===== config.mk =====
export PLATFORM = sky130hd
export DESIGN_NAME = pong_ball_engine
export DESIGN_NICKNAME = d
export VERILOG_FILES = /design/src/rtl/pong_pkg.sv /design/src/rtl/pong_collide.sv /design/src/rtl/pong_ball_engine.sv
export SDC_FILE = /design/constraint.sdc
export NUM_CORES = 1
export LEC_CHECK = 0
export CELL_PAD_IN_SITES_DETAIL_PLACEMENT = 1
export CELL_PAD_IN_SITES_GLOBAL_PLACEMENT = 1
export CORE_UTILIZATION = 39
export DETAILED_ROUTE_END_ITERATION = 7
export PLACE_DENSITY = 0.9
export SLEW_MARGIN = 20
export SYNTH_ARGS = -nofsm -noshare
export SYNTH_HDL_FRONTEND = slang
export SYNTH_SLANG_ARGS = --single-unit

===== constraint.sdc =====
create_clock -name clk_0 -period 3.25 [get_ports clk_0]
set_clock_uncertainty 0.15 [all_clocks]
set_input_delay 0.65 -clock clk_0 [delete_from_list [all_inputs] [get_ports clk_0]]
set_output_delay 0.65 -clock clk_0 [all_outputs]
set_load 0.05 [all_outputs]

===== src/rtl/pong_pkg.sv =====
// Shared definitions for the pong ball engine: FSM encoding, serve centre,
// speed ceiling and direction encodings.
package pong_pkg;

  typedef enum logic [1:0] {
    IDLE  = 2'd0,
    SERVE = 2'd1,
    PLAY  = 2'd2,
    OVER  = 2'd3
  } state_e;

  localparam logic [9:0] SERVE_X   = 10'd312;
  localparam logic [9:0] SERVE_Y   = 10'd232;
  localparam logic [3:0] MAX_SPEED = 4'd8;

  localparam logic DIR_RIGHT = 1'b0;
  localparam logic DIR_LEFT  = 1'b1;
  localparam logic DIR_DOWN  = 1'b0;
  localparam logic DIR_UP    = 1'b1;

endpackage


===== src/rtl/pong_collide.sv =====
// Combinational per-frame ball step: advances the ball by one frame and
// resolves wall bounces, paddle hits and misses on the new position.
module pong_collide
  import pong_pkg::*;
#(
  parameter int H_VIDEO       = 640,
  parameter int V_VIDEO       = 480,
  parameter int SQUARE_WIDTH  = 16,
  parameter int PADDLE_WIDTH  = 12,
  parameter int PADDLE_HEIGHT = 96,
  parameter int PADDLE1_X     = 32,
  parameter int PADDLE2_X     = 596
) (
  input  logic [9:0] x,
  input  logic [9:0] y,
  input  logic       dx,
  input  logic       dy,
  input  logic [3:0] speed,
  input  logic [9:0] paddle1_ypos,
  input  logic [9:0] paddle2_ypos,
  output logic [9:0] x_nxt,
  output logic [9:0] y_nxt,
  output logic       dx_nxt,
  output logic       dy_nxt,
  output logic       miss_left,
  output logic       miss_right
);

  localparam logic signed [11:0] SQ       = 12'(SQUARE_WIDTH);
  localparam logic signed [11:0] PH       = 12'(PADDLE_HEIGHT);
  localparam logic signed [11:0] P1_LEFT  = 12'(PADDLE1_X);
  localparam logic signed [11:0] P1_RIGHT = 12'(PADDLE1_X + PADDLE_WIDTH);
  localparam logic signed [11:0] P2_LEFT  = 12'(PADDLE2_X);
  localparam logic signed [11:0] P2_RIGHT = 12'(PADDLE2_X + PADDLE_WIDTH);
  localparam logic signed [11:0] X_MAX    = 12'(H_VIDEO - 1 - SQUARE_WIDTH);
  localparam logic signed [11:0] Y_MAX    = 12'(V_VIDEO - 1 - SQUARE_WIDTH);

  logic signed [10:0] step;
  logic signed [10:0] nx;
  logic signed [10:0] ny;
  logic signed [11:0] nx_w;
  logic signed [11:0] ny_w;
  logic signed [11:0] y_w;
  logic signed [11:0] p1_w;
  logic signed [11:0] p2_w;
  logic               hit1;
  logic               hit2;

  always_comb begin
    step = $signed({7'd0, speed});
    nx   = (dx == DIR_LEFT) ? $signed({1'b0, x}) - step : $signed({1'b0, x}) + step;
    ny   = (dy == DIR_UP)   ? $signed({1'b0, y}) - step : $signed({1'b0, y}) + step;
    // Widen before adding extents so paddle-edge sums cannot wrap.
    nx_w = {nx[10], nx};
    ny_w = {ny[10], ny};
    y_w  = {2'b00, y};
    p1_w = {2'b00, paddle1_ypos};
    p2_w = {2'b00, paddle2_ypos};

    hit1 = (dx == DIR_LEFT) && (nx_w <= P1_RIGHT) && (nx_w + SQ >= P1_LEFT) &&
           (y_w + SQ >= p1_w) && (y_w <= p1_w + PH);
    hit2 = (dx == DIR_RIGHT) && (nx_w + SQ >= P2_LEFT) && (nx_w <= P2_RIGHT) &&
           (y_w + SQ >= p2_w) && (y_w <= p2_w + PH);
    miss_left  = (nx_w < 12'sd0);
    miss_right = (nx_w > X_MAX);

    y_nxt  = ny[9:0];
    dy_nxt = dy;
    if (ny_w < 12'sd0) begin
      y_nxt  = '0;
      dy_nxt = DIR_DOWN;
    end else if (ny_w > Y_MAX) begin
      y_nxt  = Y_MAX[9:0];
      dy_nxt = DIR_UP;
    end

    x_nxt  = nx[9:0];
    dx_nxt = dx;
    if (hit1) begin
      x_nxt  = 10'(PADDLE1_X + PADDLE_WIDTH + 1);
      dx_nxt = DIR_RIGHT;
    end else if (hit2) begin
      x_nxt  = 10'(PADDLE2_X - SQUARE_WIDTH - 1);
      dx_nxt = DIR_LEFT;
    end else if (miss_left) begin
      dx_nxt = DIR_LEFT;
    end else if (miss_right) begin
      dx_nxt = DIR_RIGHT;
    end
  end

endmodule


===== src/rtl/pong_ball_engine.sv =====
// Pong ball FSM (IDLE/SERVE/PLAY/OVER) with scoring and serve timing.
// Define PONG_BALL_SPEEDUP_EN to make paddle hits speed the ball up.
module pong_ball_engine
  import pong_pkg::*;
#(
  parameter int H_VIDEO       = 640,
  parameter int V_VIDEO       = 480,
  parameter int SQUARE_WIDTH  = 16,
  parameter int PADDLE_WIDTH  = 12,
  parameter int PADDLE_HEIGHT = 96,
  parameter int PADDLE1_X     = 32,
  parameter int PADDLE2_X     = 596,
  parameter int WIN_SCORE     = 11,
  parameter int SERVE_DELAY   = 60,
  parameter int BALL_SPEED    = 4
) (
  input  logic       clk_0,
  input  logic       rst,
  input  logic       frame_tick,
  input  logic       start,
  input  logic [9:0] paddle1_ypos,
  input  logic [9:0] paddle2_ypos,
  output logic [9:0] square_xpos,
  output logic [9:0] square_ypos,
  output logic       sq_shown,
  output logic [3:0] score_p1,
  output logic [3:0] score_p2,
  output logic       game_over,
  output logic       in_menu
);

  localparam int                CNT_W    = (SERVE_DELAY > 1) ? $clog2(SERVE_DELAY) : 1;
  localparam logic [CNT_W-1:0]  CNT_LAST = CNT_W'(SERVE_DELAY - 1);
  localparam logic [3:0]        WIN      = 4'(WIN_SCORE);

  state_e           state_q, state_d;
  logic [9:0]       x_q, x_d, y_q, y_d;
  logic             dx_q, dx_d, dy_q, dy_d;
  logic             serve_dy_q, serve_dy_d;
  logic             shown_q, shown_d;
  logic [3:0]       score1_q, score1_d, score2_q, score2_d;
  logic             over_q, over_d;
  logic             menu_q, menu_d;
  logic [CNT_W-1:0] cnt_q, cnt_d;
  logic [3:0]       speed;
  logic             win;

  logic [9:0] c_x, c_y;
  logic       c_dx, c_dy, c_miss_left, c_miss_right;

`ifdef PONG_BALL_SPEEDUP_EN
  logic [3:0] speed_q, speed_d;
  assign speed = speed_q;
`else
  assign speed = 4'(BALL_SPEED);
`endif

  pong_collide #(
    .H_VIDEO      (H_VIDEO),
    .V_VIDEO      (V_VIDEO),
    .SQUARE_WIDTH (SQUARE_WIDTH),
    .PADDLE_WIDTH (PADDLE_WIDTH),
    .PADDLE_HEIGHT(PADDLE_HEIGHT),
    .PADDLE1_X    (PADDLE1_X),
    .PADDLE2_X    (PADDLE2_X)
  ) u_collide (
    .x           (x_q),
    .y           (y_q),
    .dx          (dx_q),
    .dy          (dy_q),
    .speed       (speed),
    .paddle1_ypos(paddle1_ypos),
    .paddle2_ypos(paddle2_ypos),
    .x_nxt       (c_x),
    .y_nxt       (c_y),
    .dx_nxt      (c_dx),
    .dy_nxt      (c_dy),
    .miss_left   (c_miss_left),
    .miss_right  (c_miss_right)
  );

  always_comb begin
    state_d    = state_q;
    x_d        = x_q;
    y_d        = y_q;
    dx_d       = dx_q;
    dy_d       = dy_q;
    serve_dy_d = serve_dy_q;
    shown_d    = shown_q;
    score1_d   = score1_q;
    score2_d   = score2_q;
    over_d     = over_q;
    cnt_d      = cnt_q;
    win        = 1'b0;
`ifdef PONG_BALL_SPEEDUP_EN
    speed_d    = speed_q;
`endif

    case (state_q)
      IDLE, OVER: begin
        if (start) begin
          state_d  = SERVE;
          score1_d = '0;
          score2_d = '0;
          dx_d     = DIR_RIGHT;
          over_d   = 1'b0;
          cnt_d    = '0;
          x_d      = SERVE_X;
          y_d      = SERVE_Y;
          shown_d  = 1'b0;
        end
      end
      SERVE: begin
        if (frame_tick) begin
          if (cnt_q == CNT_LAST) begin
            state_d    = PLAY;
            shown_d    = 1'b1;
            cnt_d      = '0;
            dy_d       = serve_dy_q;
            serve_dy_d = ~serve_dy_q;
`ifdef PONG_BALL_SPEEDUP_EN
            speed_d    = 4'(BALL_SPEED);
`endif
          end else begin
            cnt_d = cnt_q + 1'b1;
          end
        end
      end
      PLAY: begin
        if (frame_tick) begin
          x_d  = c_x;
          y_d  = c_y;
          dx_d = c_dx;
          dy_d = c_dy;
`ifdef PONG_BALL_SPEEDUP_EN
          // dx only flips on a paddle hit; walls and misses leave it alone.
          if ((c_dx != dx_q) && (speed_q < MAX_SPEED)) speed_d = speed_q + 4'd1;
`endif
          if (c_miss_left || c_miss_right) begin
            shown_d = 1'b0;
            x_d     = SERVE_X;
            y_d     = SERVE_Y;
            cnt_d   = '0;
            if (c_miss_left) begin
              score2_d = score2_q + 4'd1;
              win      = (score2_q + 4'd1 == WIN);
            end else begin
              score1_d = score1_q + 4'd1;
              win      = (score1_q + 4'd1 == WIN);
            end
            state_d = win ? OVER : SERVE;
            over_d  = win;
          end
        end
      end
      default: state_d = IDLE;
    endcase

    menu_d = (state_d == IDLE);
  end

  always_ff @(posedge clk_0) begin
    if (rst) begin
      state_q    <= IDLE;
      x_q        <= SERVE_X;
      y_q        <= SERVE_Y;
      dx_q       <= DIR_RIGHT;
      dy_q       <= DIR_DOWN;
      serve_dy_q <= DIR_DOWN;
      shown_q    <= 1'b0;
      score1_q   <= '0;
      score2_q   <= '0;
      over_q     <= 1'b0;
      menu_q     <= 1'b1;
      cnt_q      <= '0;
`ifdef PONG_BALL_SPEEDUP_EN
      speed_q    <= 4'(BALL_SPEED);
`endif
    end else begin
      state_q    <= state_d;
      x_q        <= x_d;
      y_q        <= y_d;
      dx_q       <= dx_d;
      dy_q       <= dy_d;
      serve_dy_q <= serve_dy_d;
      shown_q    <= shown_d;
      score1_q   <= score1_d;
      score2_q   <= score2_d;
      over_q     <= over_d;
      menu_q     <= menu_d;
      cnt_q      <= cnt_d;
`ifdef PONG_BALL_SPEEDUP_EN
      speed_q    <= speed_d;
`endif
    end
  end

  assign square_xpos = x_q;
  assign square_ypos = y_q;
  assign sq_shown    = shown_q;
  assign score_p1    = score1_q;
  assign score_p2    = score2_q;
  assign game_over   = over_q;
  assign in_menu     = menu_q;

endmodule


[Word level (Yosys, flattened, before mapping)]
Index checks and enable logic that the tools add are counted.
Storage, ports and cells
  flip-flop bits (word level): 42
  output and inout port bits: 31
  word-level logic and storage cells: 136
Operators by class
  add/sub/neg operators: 11
  $lt $le $gt $ge: 12
  eq/ne operators: 15
  multiplexer cells: 61
  bitwise gates (word level): 2
  reductions and logical operators: 23
Operator list (number)
  two-way mux 10 bit: 10
  case mux 10 bit (2 select lines): 2
  two-way mux 6 bit: 5
  two-way mux 4 bit: 7
  >= comparator 12 x 11 -> 1 bit: 2
  <= comparator 11 x 12 -> 1 bit: 2
  adder 10 x 3 -> 11 bit (second input constant): 2
  adder 10 x 7 -> 11 bit (second input constant): 2
  less-than comparator 11 x 1 -> 1 bit (second input constant): 2
  two-way mux 11 bit: 2
  subtractor 10 x 3 -> 11 bit (second input constant): 2
  two-way mux 1 bit: 21
  AND reduction 5 bit: 4
  case mux 6 bit (3 select lines): 1
  case mux 4 bit (2 select lines): 2
  != test 2 bit (second input constant): 7
  adder 11 x 6 -> 12 bit (second input constant): 1
  >= comparator 12 x 11 -> 1 bit (second input constant): 1
  >= comparator 12 x 7 -> 1 bit (second input constant): 1
  two-way mux 2 bit: 6
  AND reduction 4 bit: 3
  adder 10 x 5 -> 11 bit (second input constant): 1
  greater-than comparator 11 x 10 -> 1 bit (second input constant): 1
  greater-than comparator 11 bit (second input constant): 1
  other kinds (20): 36

[Logic depth before layout (Yosys ltp)]
  word-level depth: 13
  gate-level depth with buffers: 13

[By module]
From an unflattened synthesis, not the netlist that was laid out.
Second synthesis, totals
  cells, all modules: 626
  area, all modules: 4779.6 um^2
By module, submodules not included
  pong_collide: instances 1, cells each 378, area an instance 2757.6 um^2
  pong_ball_engine: instances 1, cells each 248, area an instance 2021.9 um^2

[Worst setup path after synthesis]
Ideal clock, no wire load.
  path type: register to register
  start: register x_q[3] (netlist: square_xpos[3])
  end: register dx_q
  setup time: 0.086 ns
  data arrival time: 3.350 ns
  path slack: -0.337 ns
  cell stages (with the launch flop): 13
  path buffers: 0
  period minus slack after synthesis: 3.587 ns
  cells stage by stage: dfxtp_1 > ha_1 > a211oi_2 > o21bai_1 > a21boi_2 > ha_1 > a211oi_1 > nand4_1 > mux2_2 > o41ai_2 > a211o_2 > nand3_1 > a221oi_2
Between the ends
  longest elaborated chain between the ends: 12
Ends and longest elaborated chain
  start: declaration: line pong_ball_engine.sv:37  | logic [9:0] x_q, x_d, y_q, y_d;
  start signal: assignment: line pong_ball_engine.sv:165  | x_q <= SERVE_X;
  start signal: assignment: line pong_ball_engine.sv:181  | x_q <= x_d;
  adder 10 x 3 -> 11 bit / subtractor 10 x 3 -> 11 bit (equally long branches): line pong_collide.sv:51  | nx = (dx == DIR_LEFT) ? $signed({1'b0, x}) - step : $signed({1'b0, x}) + step;
  two-way mux 11 bit (*): line pong_collide.sv:51
  adder 11 x 6 -> 12 bit: line pong_collide.sv:60, pong_collide.sv:62
  >= comparator 12 x 11 -> 1 bit: line pong_collide.sv:62  | hit2 = (dx == DIR_RIGHT) && (nx_w + SQ >= P2_LEFT) && (nx_w <= P2_RIGHT) &&
  logical AND 1 bit (3 in series): line pong_collide.sv:62
  logical AND 1 bit: line pong_collide.sv:63  | (y_w + SQ >= p2_w) && (y_w <= p2_w + PH);
  two-way mux 1 bit: line pong_collide.sv:82  | end else if (hit2) begin
  two-way mux 1 bit: line pong_collide.sv:79  | if (hit1) begin
  two-way mux 1 bit: line pong_ball_engine.sv:130  | if (frame_tick) begin
  case mux 1 bit (2 select lines): line pong_ball_engine.sv:99  | case (state_q)
  end signal: assignment: line pong_ball_engine.sv:167  | dx_q <= DIR_RIGHT;
  end signal: assignment: line pong_ball_engine.sv:183  | dx_q <= dx_d;
  end: declaration: line pong_ball_engine.sv:38  | logic dx_q, dx_d, dy_q, dy_d;
Every way passes the cells marked *; elsewhere a longest branch is shown, timed or not. The select of a mux whose other input is x is not followed.
A chain may end at the register's enable or synchronous reset.

[Worst setup path in the final report]
  start: input paddle2_ypos[5]
  end: register dx_q
Between the ends
  longest elaborated chain between the ends: 7
Ends and longest elaborated chain
  start: declaration: line pong_ball_engine.sv:22  | input logic [9:0] paddle2_ypos,
  adder 10 x 7 -> 11 bit / >= comparator 12 x 11 -> 1 bit (equally long branches): line pong_collide.sv:63
  <= comparator 11 x 12 -> 1 bit / logical AND 1 bit (equally long branches): line pong_collide.sv:63, pong_collide.sv:62
  logical AND 1 bit (*): line pong_collide.sv:63
  two-way mux 1 bit: line pong_collide.sv:82
  two-way mux 1 bit: line pong_collide.sv:79
  two-way mux 1 bit: line pong_ball_engine.sv:130
  case mux 1 bit (2 select lines): line pong_ball_engine.sv:99
Marked as above.

==> qor.csv <==
stage,metric,value,unit
global_route,global_route_wire_length_before_repair,24700,um
setup_path,max_stage_delay,0.48,ns
synthesis,synth.ff_latch_count,41,
synthesis,postSynthNetCount,594,
synthesis,synthesis.area_per_instance,8.39,um2
floorplanning,dieArea,11300,um2
setup_path,worst_ep_arrival_time,3.41,ns
floorplanning,core,10400,um2
floorplanning,floorplan.die.height,106,um
clocking,clkSlewWorstSetupHoldPaths,0.09,ns
clocking,clock_tree.htree_level_count,2,
setup_path,end_kind,register,
synthesis,most_used_flip_flop_cell_after_synthesis,sky130_fd_sc_hd__dfxtp_1,
global_route,grt_pass1_vias,4974,
run_status,violations,setup timing,
final_layout,n_antenna_cell,0,
setup_path,criticalPathCategory,in -> reg,
synthesis,synth_sequential_area_ratio,19.4,%
global_route,grt_start_max_net_pins,17,
run_status,run_status,"finished, violations left",
pwr,peakVddDrop,454,uV
floorplanning,start_util,40.7,%
timing,clock.fmax,300,MHz
floorplanning,rows,37,
setup_path,crit_path_top_delay_cell,sky130_fd_sc_hd__clkdlybuf4s50_1,
floorplanning,ioPinCount,55,
synthesis,netlist-cell-type-count,79,
timing,final_critical_path_setup_slack,-0.0871,ns
timing,timing.max_slew.rel_slack,60.6,%
synthesis,synth.cell_area,4240,um2
drt,drt_first_pass_iters,5,
synthesis,post-synth-top-area-fraction,19.4,%
setup_path,critPathLaunchType,primary input,
final_layout,layout-drive-gt1-share,23.9,%
placed_design,routabilityCongestion,0.850,
global_route,initial_antenna_violation_count,0,
drt,post-route-drc-count,0,
drt,drtAntennaViolNets,0,
synthesis,synth-warning-count,0,
job,maxCapViolations,0,
timing,final.period_utilization,103,%
synthesis,post_synth_inst_count,505,
drt,vias,4658,
synthesis,synth_async_sr_flop_share,0,%
timing,min_period,3.34,ns
timing,worst_pin_slew,0.592,ns
final_layout,finish.cell_count_without_fillers,756,
clocking,cts.root.buffer_cell,sky130_fd_sc_hd__clkbuf_8,
final_layout,most-common-layout-cells,"66 x sky130_fd_sc_hd__buf_4, 54 x sky130_fd_sc_hd__ha_1, 49 x sky130_fd_sc_hd__clkdlybuf4s50_1",
final_layout,syn_to_final_growth,37.5,%
clocking,clk-insertion-delay-late,0.31,ns
drt,drt_iter0_markers,326,
clocking,clock_tree_from_tritoncts,yes,
setup_path,worstPathMaxFanout,7,
drt,wl_met1,6320,um
timing,final_max_slew_viol_count,0,
worst_hold_path,timing.hold.worst.class,reg -> reg,
timing,grt_setup_unrepaired,true,
final_layout,finish.net_count,708,
pwr,power_leakage,0.00244,uW
final_layout,most_common_library_cell_in_the_layout_ignoring_fill_and_taps,sky130_fd_sc_hd__buf_4,
synthesis,synthDominantAreaCellType,sky130_fd_sc_hd__dfxtp_1,
placed_design,io_buffers,54,
setup_path,required_time_worst_endpoint,3.32,ns
drt,routed_wire_length_per_instance,21.8,um
drt,highest_layer,met4,
synthesis,synth-edff-count,0,
floorplanning,die-width,106,um
synthesis,synth.area.top_cells,"sky130_fd_sc_hd__dfxtp_1 19%, sky130_fd_sc_hd__ha_1 19%, sky130_fd_sc_hd__inv_1 3.5%, sky130_fd_sc_hd__a21oi_1 3.2%, sky130_fd_sc_hd__nor2_1 3.1%",
clocking,cts_num_sinks,41,
timing,final-setup-viol-count,8,
drt,route.met3.wl,885,um
clocking,tritoncts.num_buffers,5,
drt,avgViaCountPerCell,6.16,
placed_design,detailedPlacementHpwl,11500,um
drt,wl_met2,8530,um
placed_design,placed_cells_incl_taps,736,
timing,finalHoldViolations,0,
timing,final.hold.worst_slack,0.334,ns
global_route,global_route.usage.total,27.6,%
setup_path,worstPathCellList,clkdlybuf4s50_1 -> inv_1 -> ha_2 -> xor2_1 -> ha_1 -> nand4b_1 -> nor2_1 -> nand3_1 -> o211ai_1 -> a31oi_2 -> nor4_4 -> buf_6 -> nand2_8 -> a221oi_2,
pwr,power_density_over_the_cells,770,nW/um2
global_route,globalRoute.totalOverflow,0,
clocking,max-clock-path-buffers,2,
drt,drt_wl_total,16500,um
-- layout make-up --
type	instances	area, um2
Inverter	40	150
Tap cell	136	170
Clock buffer	8	111
Multi-Input combinational cell	408	3470
Timing Repair Buffer	123	1090
Sequential cell	41	832
Fill cell	1242	4590
-- registers in the layout, summed over array words and instances (netlist names), 2 cells and up --
| name | flops |
|---|---|
| square_ypos | 9 |
| cnt_q | 6 |
| state_q | 2 |
| square_xpos | 10 |
| score_p2 | 4 |
| score_p1 | 4 |
-- cells by family (layout without fill, tap and decap cells) --
family	count (synthesis)	after routing	synth area share (%)
AOI/OAI and AO/OA	151	151	27.5
xor gates and xnor gates	29	29	6.35
adders and majority gates	66	66	19.8
buffers and inverters	56	171	5.82
DFF	41	41	19.4
muxes	7	7	1.68
and+or+nand+nor	155	155	19.4
-- report_power, final --
group	internal (uW)	switching, uW
clock network	220	207
logic	1380	2010
registers	571	99.2
-- per-layer routing --
metal | vias to the layer above | GRT usage [%]
met5 | - | 0
li1 | 2116 | -
met2 | 186 | 51.3
met3 | 71 | 5.46
met4 | 0 | 12.5
met1 | 2285 | 29.8
-- stage by stage --
step                util, %  worst slack (ns)  power [uW]   TNS, ns  area [um2]
floorplan                 -            0.0129        2500         0        4250
global placement       50.8            -0.296        3260     -2.59        5290
detailed placement     50.8            -0.518        3470     -4.90        5290
CTS                    53.1          -0.00820        4040  -0.00820        5530
global route           55.9            -0.147        4700    -0.971        5820
finish                 55.9           -0.0871        4490    -0.407        5820
-- path summary, 6_finish.rpt --
path	start	depth (start not counted)	slack, ns	end
setup / recovery	paddle2_ypos[5]	14	-0.09	dx_q
hold / removal	game_over	2	0.33	game_over
setup reg to reg	dx_q	10	0	square_xpos[3]
hold reg to reg	game_over	2	0.33	game_over
-- cell usage after synthesis (all sizes together) (6+ instances only) --
master	count
a211oi	8
nor2	36
a211o	6
nor3	9
nor2b	11
mux2i	6
o21a	10
nand4	13
xor2	14
a21o	10
inv	40
nand3	18
a31oi	10
ha	63
buf	7
nand2b	7
o211ai	15
clkbuf	9
dfxtp	41
and3	10
a21oi	27
nand2	32
xnor2	15
o21ai	24
-- worst max-delay path, delay by kind of cell --
family / cells / cell delay (ns)
simple gates: 5 / 0.92
compound gates: 3 / 0.43
buf+inv: 3 / 0.73
fa+ha+maj: 2 / 0.50
xor+xnor: 1 / 0.17
-- repair_timing --
action / in CTS / in global routing
pin swaps: 8 / 25
setup endpoints to repair: 21 / 24
hold buffers: 0 / 0
gates resized for setup: 22 / 45
setup buffers: 3 / 9
No activity file was read; power rests on OpenSTA's default activity.
